<file path="config.mk">
export PLATFORM = sky130hd
export DESIGN_NAME = vx_mshr_queue
export DESIGN_NICKNAME = d
export VERILOG_FILES = /design/src/rtl/vx_mshr_pkg.sv /design/src/rtl/vx_mshr_queue_lzc.sv /design/src/rtl/vx_mshr_queue.sv
export SDC_FILE = /design/constraint.sdc
export NUM_CORES = 1
export LEC_CHECK = 0
export ABC_AREA = 0
export CAP_MARGIN = 40
export CORE_AREA = 4 4 274 276
export DETAILED_ROUTE_END_ITERATION = 16
export DIE_AREA = 0 0 278 280
export PLACE_DENSITY_LB_ADDON = 0.25
export SYNTH_ARGS = -nofsm -noshare
export SYNTH_HDL_FRONTEND = slang
export SYNTH_SLANG_ARGS = --single-unit
</file>
<file path="constraint.sdc">
create_clock -name clk -period 10.6 [get_ports clk]
set_input_delay 2.12 -clock clk [delete_from_list [all_inputs] [get_ports clk]]
set_output_delay 2.12 -clock clk [all_outputs]
set_load 0.01 [all_outputs]
</file>
<file path="src/rtl/vx_mshr_pkg.sv">
// Shared types for the MSHR queue: the per-entry lifecycle state and helpers.
package vx_mshr_pkg;

    // Entry lifecycle: FREE -> WAIT (allocated, miss outstanding)
    // -> READY (line filled) -> ISSUED (handed to replay) -> FREE (released).
    typedef enum logic [1:0] {
        FREE   = 2'd0,
        WAIT   = 2'd1,
        READY  = 2'd2,
        ISSUED = 2'd3
    } mshr_state_e;

    // An entry counts toward occupancy and address matching unless it is FREE.
    function automatic logic is_busy(input mshr_state_e state);
        return state != FREE;
    endfunction

endpackage

</file>
<file path="src/rtl/vx_mshr_queue_lzc.sv">
// Lowest-index priority encoder: reports the index of the lowest set bit
// and whether any bit is set.
module VX_lzc #(
    parameter int N = 2,
    parameter int W = $clog2(N)
) (
    input  logic [N-1:0] data_in,
    output logic [W-1:0] data_out,
    output logic         valid_out
);

    // Scan from the top down so the lowest set bit is the last one written.
    always_comb begin
        data_out = '0;
        for (int i = N - 1; i >= 0; i--) begin
            if (data_in[i]) begin
                data_out = W'(i);
            end
        end
        valid_out = |data_in;
    end

endmodule

</file>
<file path="src/rtl/vx_mshr_queue.sv">
// Miss-status holding queue for one cache bank. Each entry walks
// FREE -> WAIT -> READY -> ISSUED -> FREE; a fill wakes every waiting entry
// on the same line, so secondary misses need no separate replay lookup.
module vx_mshr_queue
    import vx_mshr_pkg::*;
#(
    parameter int LINE_ADDR_WIDTH = 26,
    parameter int DATA_WIDTH      = 64,
    parameter int MSHR_SIZE       = 8,
    parameter int ALM_FULL_THRESH = MSHR_SIZE - 1,
    parameter int ID_W            = $clog2(MSHR_SIZE),
    parameter int CNT_W           = $clog2(MSHR_SIZE + 1)
) (
    input  logic                       clk,
    input  logic                       reset,

    input  logic                       allocate_valid,
    output logic                       allocate_ready,
    input  logic [LINE_ADDR_WIDTH-1:0] allocate_addr,
    input  logic [DATA_WIDTH-1:0]      allocate_data,
    input  logic                       allocate_prefetch,
    output logic [ID_W-1:0]            allocate_id,
    output logic                       allocate_pending,

    input  logic                       fill_valid,
    input  logic [ID_W-1:0]            fill_id,
    output logic [LINE_ADDR_WIDTH-1:0] fill_addr,

    output logic                       dequeue_valid,
    input  logic                       dequeue_ready,
    output logic [ID_W-1:0]            dequeue_id,
    output logic [LINE_ADDR_WIDTH-1:0] dequeue_addr,
    output logic [DATA_WIDTH-1:0]      dequeue_data,
    output logic                       dequeue_prefetch,

    input  logic                       release_valid,
    input  logic [ID_W-1:0]            release_id,

    output logic [CNT_W-1:0]           count,
    output logic                       almost_full
);

    mshr_state_e                state_q [MSHR_SIZE];
    mshr_state_e                state_d [MSHR_SIZE];
    logic [LINE_ADDR_WIDTH-1:0] addr_q  [MSHR_SIZE];
    logic [DATA_WIDTH-1:0]      data_q  [MSHR_SIZE];
    logic [MSHR_SIZE-1:0]       prefetch_q;
    logic [CNT_W-1:0]           count_q;

    logic [MSHR_SIZE-1:0] free_mask;
    logic [MSHR_SIZE-1:0] ready_mask;
    logic [MSHR_SIZE-1:0] pending_mask;
    logic [ID_W-1:0]      free_id;
    logic [ID_W-1:0]      ready_id;
    logic                 free_any;
    logic                 ready_any;

    logic alloc_fire;
    logic dequeue_fire;
    logic release_ok;
    logic alloc_hits_fill;

    // Per-entry status vectors for the two encoders and the secondary-miss match.
    // NOTE: every always_comb output gets a default before any conditional write, so no latch is inferred.
    always_comb begin
        free_mask    = '0;
        ready_mask   = '0;
        pending_mask = '0;
        for (int i = 0; i < MSHR_SIZE; i++) begin
            free_mask[i]    = (state_q[i] == FREE);
            ready_mask[i]   = (state_q[i] == READY);
            pending_mask[i] = is_busy(state_q[i]) && (addr_q[i] == allocate_addr);
        end
    end

    VX_lzc #(.N(MSHR_SIZE), .W(ID_W)) free_sel (
        .data_in   (free_mask),
        .data_out  (free_id),
        .valid_out (free_any)
    );

    VX_lzc #(.N(MSHR_SIZE), .W(ID_W)) ready_sel (
        .data_in   (ready_mask),
        .data_out  (ready_id),
        .valid_out (ready_any)
    );

    assign allocate_ready   = free_any;
    assign allocate_id      = free_id;
    assign allocate_pending = |pending_mask;
    assign fill_addr        = addr_q[fill_id];

    assign dequeue_valid    = ready_any;
    assign dequeue_id       = ready_id;
    assign dequeue_addr     = addr_q[ready_id];
    assign dequeue_data     = data_q[ready_id];
    assign dequeue_prefetch = prefetch_q[ready_id];

    assign count       = count_q;
    assign almost_full = (32'(count_q) >= ALM_FULL_THRESH);

    assign alloc_fire      = allocate_valid && free_any;
    assign dequeue_fire    = ready_any && dequeue_ready;
    assign release_ok      = release_valid && (state_q[release_id] == ISSUED);
    assign alloc_hits_fill = fill_valid && (allocate_addr == fill_addr);

    // Next entry states, every decision taken on pre-edge state. The four
    // updates touch disjoint source states, so their order never matters.
    always_comb begin
        state_d = state_q;
        for (int i = 0; i < MSHR_SIZE; i++) begin
            if (fill_valid && state_q[i] == WAIT && addr_q[i] == fill_addr) begin
                state_d[i] = READY;
            end
        end
        if (dequeue_fire) begin
            state_d[ready_id] = ISSUED;
        end
        if (release_ok) begin
            state_d[release_id] = FREE;
        end
        // A new entry for the line being filled this cycle must not miss its wakeup.
        if (alloc_fire) begin
            state_d[free_id] = alloc_hits_fill ? READY : WAIT;
        end
    end

    // Entry states and occupancy counter.
    // NOTE: sequential state uses non-blocking assignments so all flops sample pre-edge values.
    always_ff @(posedge clk) begin
        if (reset) begin
            for (int i = 0; i < MSHR_SIZE; i++) begin
                state_q[i] <= FREE;
            end
            count_q <= '0;
        end else begin
            state_q <= state_d;
            count_q <= count_q + CNT_W'(alloc_fire) - CNT_W'(release_ok);
        end
    end

    // Entry payload, written on allocate and read at the dequeue selection.
    // NOTE: the payload array is deliberately not reset; entry state alone decides validity.
    always_ff @(posedge clk) begin
        if (alloc_fire) begin
            addr_q[free_id]     <= allocate_addr;
            data_q[free_id]     <= allocate_data;
            prefetch_q[free_id] <= allocate_prefetch;
        end
    end

`ifndef SYNTHESIS
    // Protocol checks: fills target waiting entries, releases target issued entries.
    always_ff @(posedge clk) begin
        if (!reset) begin
            if (fill_valid) begin
                assert (state_q[fill_id] == WAIT);
            end
            if (release_valid) begin
                assert (state_q[release_id] == ISSUED);
            end
        end
    end
`endif

endmodule

</file>
==> results of run 1 <==
-- tightest hold or removal path, cell delays in order, from the launching register on --
cell and delay, ns:
sky130_fd_sc_hd__dfxtp_1 0.36, sky130_fd_sc_hd__nor2b_1 0.13, sky130_fd_sc_hd__o22ai_1 0.09
-- through the flow --
stage                     instance area [um^2]  hold slack, ns  util (%)  worst slack (ns)
final                                    42100           0.637      58.1              2.88
after detailed placement                 39600           0.622      54.6              3.00
after floorplan                          36200           0.537         -             0.755
after global placement                   39300           0.600      54.1              2.89
after CTS                                42100           0.632      58.0              3.00
after global routing                     42100           0.649      58.1              2.87
-- routing by layer --
metal  part of all wire (%)  vias up
met3                    7.6      224
met1                     40    13000
met2                     48     1231
met5                  0.040        -
li1                       -    11300
met4                    4.1        8
-- worst paths after layout --
check	from	end	slack, ns
hold / removal	state_q[7]	state_q[7]	0.64
setup reg to reg	addr_q[5][14]	state_q[9]	6.31
hold reg to reg	state_q[7]	state_q[7]	0.64
setup / recovery	allocate_addr[12]	allocate_pending	2.88
-- cells by family after synthesis --
logic type               after synthesis  share of synthesized area [%]
AO/OA/AOI/OAI                        449                           6.78
XOR/XNOR                             435                           10.6
adder cells (fa/ha/maj)                6                          0.228
buffers and inverters                214                           2.41
flip-flops                           748                           61.6
multiplexers                          85                           4.78
AND/OR/NAND/NOR                     1085                           13.6
-- where the power goes --
part	leakage, nW	switching (mW)	internal, mW
sequential	6.78	0.0354	3.30
clock	1.20	1.17	1.48
combinational	6.57	0.391	0.247
total	14.5	1.60	5.03
-- Yosys cell counts (9+ instances only) --
cell type / number / share of area [%]
sky130_fd_sc_hd__buf_1: 11 / 0.11
sky130_fd_sc_hd__or4_1: 92 / 1.9
sky130_fd_sc_hd__nor4_1: 56 / 0.97
sky130_fd_sc_hd__nand2b_1: 12 / 0.21
sky130_fd_sc_hd__inv_1: 45 / 0.47
sky130_fd_sc_hd__nand2_1: 759 / 7.9
sky130_fd_sc_hd__mux2i_1: 13 / 0.36
sky130_fd_sc_hd__a22oi_1: 9 / 0.19
sky130_fd_sc_hd__mux2i_4: 22 / 1.4
sky130_fd_sc_hd__o2111ai_1: 11 / 0.27
sky130_fd_sc_hd__xor2_1: 298 / 7.2
sky130_fd_sc_hd__edfxtp_1: 728 / 60
sky130_fd_sc_hd__clkbuf_1: 141 / 1.5
sky130_fd_sc_hd__nor2_1: 33 / 0.34
sky130_fd_sc_hd__mux4_2: 48 / 3.0
sky130_fd_sc_hd__nand3_1: 17 / 0.24
sky130_fd_sc_hd__nand4_1: 62 / 1.1
sky130_fd_sc_hd__and3_1: 10 / 0.17
sky130_fd_sc_hd__xnor2_1: 135 / 3.3
sky130_fd_sc_hd__nor2b_1: 9 / 0.16
sky130_fd_sc_hd__nor3_1: 14 / 0.19
sky130_fd_sc_hd__a21oi_1: 385 / 5.3
sky130_fd_sc_hd__dfxtp_1: 20 / 1.1
-- cell usage in the layout, fill, tap and decap left out, drive strengths merged, types with 35 or more instances in the layout --
master and count:
buf 49, clkbuf 87, clkinv 42, edfxtp 728, xor2 300, inv 49
clkdlybuf4s50 230, nand4 63, mux2i 35, nor4 56, xnor2 135, or4 92
mux4 48, a21oi 385, nand2 760
-- state kept, by name, summed over array words and instances (netlist names) --
| signal | cells |
|---|---|
| addr_q | 208 |
| state_q | 16 |
| data_q | 512 |
| prefetch_q | 8 |
| count | 4 |
-- layout make-up --
cell class	instances	area [um^2]	area share, %
clock buffers	87	1960	4.66
repair buffers	279	2910	6.91
well taps	959	1200	2.85
clock inverters	53	527	1.25
flip-flops and latches	748	22300	52.8
diodes	5	12.5	0.0297
inverters	46	193	0.457
multi-input cells	2060	13100	31.0
==> summary.md, run 1 <==
The run finished with clean final reports. Buffers inserted to repair hold after CTS numbered 0. The sort of element at the start of the critical path was an input port.

The clock root buffer was sky130_fd_sc_hd__clkbuf_16. From synthesis to final layout, the design area changed by 16.6%. After legalization and detailed placement, the total HPWL measured 82,900 um. Summing the sequential cell areas from Yosys gives 61.6% of the chip area.

The number of clock buffers added by TritonCTS is 77. In this design, the largest share of critical-path delay is due to buffers and inverters. Critical path class: in2out.

After layout, the design draws a total of 6.63 mW. Of all nets on the critical path, the largest fanout is 17. The logs give 8.48 ns for the data required time at the worst endpoint and 1.10 for the final RePlAce weighted congestion. Largest stage delay on the critical path: 1.02 ns. The number of max-slew violations in the final report is 0, and the port buffer count is 233. The floorplan step defined a die boundary enclosing 0.0778 mm^2. The number of detailed-route iterations in the first pass was 8.

The logs give 65 for the unique cell type count in the Yosys netlist and 0 for the number of remaining DRC errors. The synthesized net count is 3,131. Dividing the detail-routed via count by the number of cells gives 6.08.

Summing every instance area after synthesis gives 0.0362 mm^2. Among all flip-flop cells after synthesis, the most frequent one is sky130_fd_sc_hd__edfxtp_1. The clock period minus final worst setup slack is 7.72 ns, and the number of filler instances in the final layout is 5,881. STA puts the critical path data arrival time at 5.60 ns. The core region is 0.0726 mm^2. The async set-reset flop share out of synthesis is 0%, and the total global routing overflow is 0. The run gives 14.5 nW as the leakage power of the design. The class of the worst hold path is reg2reg. Setup repair after global routing left no endpoint under its margin. For the number of gates resized after cts, the log shows 0. Global routing used 41.8% of the available met1 tracks. The clock-pin slew of the registers on the worst-case setup and hold paths was 0.07 ns; the first-pass GRT wire length was 178,000 um.

The run gives 0.65 ns as the source-to-sink clock delay at the later pin of the worst-skew pair. For this run, the top clock speed supported by timing is 130 MHz. The total routing resource utilization after global routing came out at 31.3%. Counting buffers and inverters, the worst setup path is 7 cells deep.

The critical path goes through clkdlybuf4s50_1, xor2_1, nor4_1, nand4_1, o41ai_1, or4_1, clkdlybuf4s50_1. In this run, synthesis inferred 728 flip-flops with an integrated enable. The logs give 0 for the number of endpoints with negative hold slack in the final report and 0 ns for the final-layout setup total negative slack. The die extent in y was 280 um.

The buffering stage count on the worst path with inverters included is 2. The number of antenna violations at the first check in global routing is 10. The cell at the slowest stage of the critical path was sky130_fd_sc_hd__clkdlybuf4s50_1.

TritonCTS built the clock tree. The run gives 4,092 as the post-placement cell count. Number of global-route vias before repair: 25.2k. The tools report the number of clock sinks as 748. The post-CTS setup buffer count was 0. The maximum ir drop on the vdd rail came out at 0.187 mV. Entering global routing, the biggest net connects 176 pins. The synthesized netlist cell count was 3,022. Across the run, the number of max-cap violations was 0. Setup violations remaining at the end of the flow were counted as 0. The nature of the critical path endpoint is an output pin. The transition at the pin with the smallest max-transition slack was 1.00 ns.

The depth of the CTS H-tree was 3; the count of synthesis-stage warnings from yosys was 0. Clock skew on the completed layout was measured at 0.0159 ns. The average detailed-routed wire length per instance works out to 29.2 um. Of the cells placed in the final design, the portion with a size suffix greater than 1 is 7.88%.

The first routing iteration left 2,733 violations. The initial utilization of the core area, before any placement, comes to 49.8%. From left edge to right edge, the die measures 278 um. In this run the most used layer during global routing was met2.

For the detailed-route via count, the log shows 25.8k. The worst path uses 72.8% of the clock period. In this run, synthesis produced a sequential element count of 748. The count of nets left with antenna violations once routing finished came out at 0. The dominant cell type by count on the critical path was sky130_fd_sc_hd__clkdlybuf4s50_1. Summed over all layers, the routed wires come to 124,000 um. During I/O placement, the number of pins put on the boundary was 234. The run gives 4,237 as the number of cells in the finished layout apart from fillers. For this run, global-route usage on met2 was measured as 52.0%. The number of stages on the worst hold path is 2, and the met3 track utilization from global routing is 5.65%. The run gives 3 as the worst-case clock buffer depth. In this run the power density over the cells is 157 mW/mm^2. Floorplan row count: 99. The number of cells on the worst reg-to-reg path works out to 8.

The net count of the finished layout is 3,321. In this run the tightest slew margin relative to its limit is 33.0%. The average instance in the mapped netlist occupies 12.0 um^2.
No activity file was read; power rests on OpenSTA's default activity.
==> run 2: changes to the inputs <==
==> constraint.sdc (replaced) <==
create_clock -name clk -period 7.05 [get_ports clk]
set_input_delay 1.41 -clock clk [delete_from_list [all_inputs] [get_ports clk]]
set_output_delay 1.41 -clock clk [all_outputs]
set_load 0.01 [all_outputs]
==> run 2 against run 1 <==
Sequential power increased by 50%; sequential cell count unchanged; global-route usage increased by 0.41 points; combinational power increased by 54%; clock-buffer cell count increased by 6; register-to-register slack got worse by 3.0 ns; power increased by 54%; hold slack improved by 0.0082 ns; clock skew increased by 0.024 ns; via count increased by 0.40%; cell count increased by 0.33%; worst setup slack got worse by 2.1 ns.
==> summary.md, run 2 (same netlist as run 1, synthesis figures left out) <==
The number of clock sinks was 748; the final-layout setup total negative slack was 0 ns. The most critical setup path has its startpoint at allocate_addr[10]. The logs give 0 for the number of gates resized after cts and 3 for the worst-case clock buffer depth.

In this run the critical register-to-register path is launched from addr_q[4][0]. Setup repair after global routing left no endpoint under its margin. Including well taps, the total number of placed cells is 4,104.

The floorplan step set the die height to 280 um. The run gives 3.30 ns as the register-to-register path setup slack. The congestion estimate from routability-driven global placement came to 1.04. In the final layout, the registers with the most flip-flops are data_q x512, addr_q x208, state_q x16.

At the end of the flow, the number of nets in the layout was 3,334. Max-cap violations in this run came to 0. Buffers placed on the I/O ports in this run total 233. After clock tree synthesis, the clock-pin slew on the worst setup and hold paths is 0.06 ns.

The worst setup path is launched from an input port. The region available for standard cell placement spans 0.0726 mm^2. Entering global routing, the biggest net connects 181 pins.

The library cell used most frequently in the layout, excluding fill and tap cells, is sky130_fd_sc_hd__nand2_1. For the clock skew after layout, the log shows 0.0404 ns. In this run the post-CTS setup repair buffer count came out at 0. Data arrives at the worst endpoint at 4.87 ns. The tools report the number of global-route vias before repair as 25.1k. Nature of the critical path endpoint: an output pin.

Data on the critical path is required at its endpoint by 5.64 ns. IR analysis of the VDD net gives a maximum drop of 0.237 mV. The flip-flop count of the largest register, all copies and words added is 512, and the source-to-sink clock delay at the later pin of the worst-skew pair is 0.64 ns.

The initial utilization of the core area, before any placement, comes to 49.8%. The run gives 99 as the floorplan row count. The flow ran to the end, and the final reports show no timing, DRC or antenna violations. Summed over all layers, the global routing overflow is 0. Initial detailed-routing violation count: 3,029.

At the pin with the least slew margin, the transition time is 0.981 ns. For this design, the CTS-stage hold fixing added 0 buffers. The critical path is of the in2out type. The number of detailed-route iterations in the first pass was 5.

The clock root buffer is sky130_fd_sc_hd__clkbuf_16. In the finished design, the share of the clock period the worst path needs comes to 89.1%. Headroom to the max-slew limit came out at 34.6%.

Detailed placement ended at an HPWL of 83,800 um. The tools report the final-layout worst hold slack as 0.646 ns. The number of antenna violations at the first check in global routing was 8; the width of the die was 278 um. The logs give 25.9k for the detailed-route via count and 3 for the depth of the CTS H-tree. For this design the static power due to leakage is 14.7 nW.

Number of max-slew violations in the final report: 0. Of the cells placed in the final design, the portion with a size suffix greater than 1 is 8.55%. The total routing resource utilization after global routing came out at 31.7%. For this run, design rule violations remaining after detail routing come to 0.

The first-pass GRT wire length was 181,000 um; the area of the die was 0.0778 mm^2. The top cell types in the final layout, fill and taps aside, are sky130_fd_sc_hd__nand2_1 (757), sky130_fd_sc_hd__edfxtp_1 (728), sky130_fd_sc_hd__a21oi_1 (383). The tools report the wire length reported by the detailed router as 126,000 um. data_q holds more flip-flops than any other register. The detail route stage leaves a number of antenna-violating nets equal to 0. Static timing analysis puts the maximum clock frequency at 159 MHz.

Dividing the detail-routed via count by the number of cells gives 6.08. The layout-stage area growth over the synthesis result works out to 17.3%. TritonCTS built the clock tree.

Number of cells on the worst reg-to-reg path: 8. The worst hold path belongs to the class reg2reg. During I/O placement, the number of pins put on the boundary was 234. The most critical setup path has its endpoint at allocate_pending. The endpoint of the worst register-to-register path is state_q[5]. Of all nets on the critical path, the largest fanout is 17.

Setup violations remaining at the end of the flow were counted as 0. The clock period minus final worst setup slack came out at 6.28 ns. The number of clock buffers added by TritonCTS is 78.

The tools report the number of cells in the finished layout apart from fillers as 4,251. The average detailed-routed wire length per instance is 29.7 um. For this design the ratio of total power to cell area is 240 mW/mm^2. The number of endpoints with negative hold slack in the final report came out at 0.
[run 2: worst min-delay path by stage]
stage	startpoint	to	slack, ns	cells after the start
final	count[0]	count[0]	0.65	2
after global routing	count[0]	count[0]	0.67	2
after CTS	state_q[7]	state_q[7]	0.63	2
after detailed placement	count[0]	count[0]	0.63	2
after global placement	state_q[7]	state_q[7]	0.58	2
after floorplan	state_q[11]	state_q[11]	0.54	2
[run 2: stage by stage]
step | instance area, um^2 | power, mW | util, % | worst slack (ns)
after CTS | 42400 | 10.2 | 58.4 | 0.884
after global placement | 39600 | 6.07 | 54.5 | 0.930
final | 42400 | 10.2 | 58.4 | 0.767
after floorplan | 36200 | 5.57 | - | 0.152
after global routing | 42400 | 10.5 | 58.4 | 0.633
after detailed placement | 39800 | 6.08 | 54.8 | 0.925
[run 2: final cells by class]
class | instances | area [um^2]
fill | 5830 | 30200
sequential | 748 | 22300
multi-input combinational | 2060 | 13100
timing repair buffer | 291 | 3000
clock buffer | 93 | 2010
tap | 959 | 1200
clock inverter | 50 | 639
inverter | 46 | 193
antenna | 4 | 10.0
[run 2: per-layer routing]
metal | global-route usage, % | part of all wire [%]
met3 | 5.80 | 7.4
met4 | 11.4 | 4.2
met5 | 0 | 0.030
met2 | 52.3 | 48
met1 | 42.7 | 40
[run 2: critical path: stages]
cell and delay (ns):
sky130_fd_sc_hd__clkdlybuf4s50_1 1.01, sky130_fd_sc_hd__xor2_1 0.16, sky130_fd_sc_hd__nor4_1 0.65, sky130_fd_sc_hd__nand4_1 0.22, sky130_fd_sc_hd__o41ai_1 0.52, sky130_fd_sc_hd__or4_1 0.31, sky130_fd_sc_hd__clkdlybuf4s50_1 0.58
[run 2: report_power, final]
| group | leakage (nW) | internal, mW | switching (mW) |
|---|---|---|---|
| Combinational | 6.62 | 0.378 | 0.603 |
| Sequential | 6.78 | 4.97 | 0.0525 |
| Clock | 1.27 | 2.41 | 1.79 |
| Total | 14.7 | 7.75 | 2.44 |
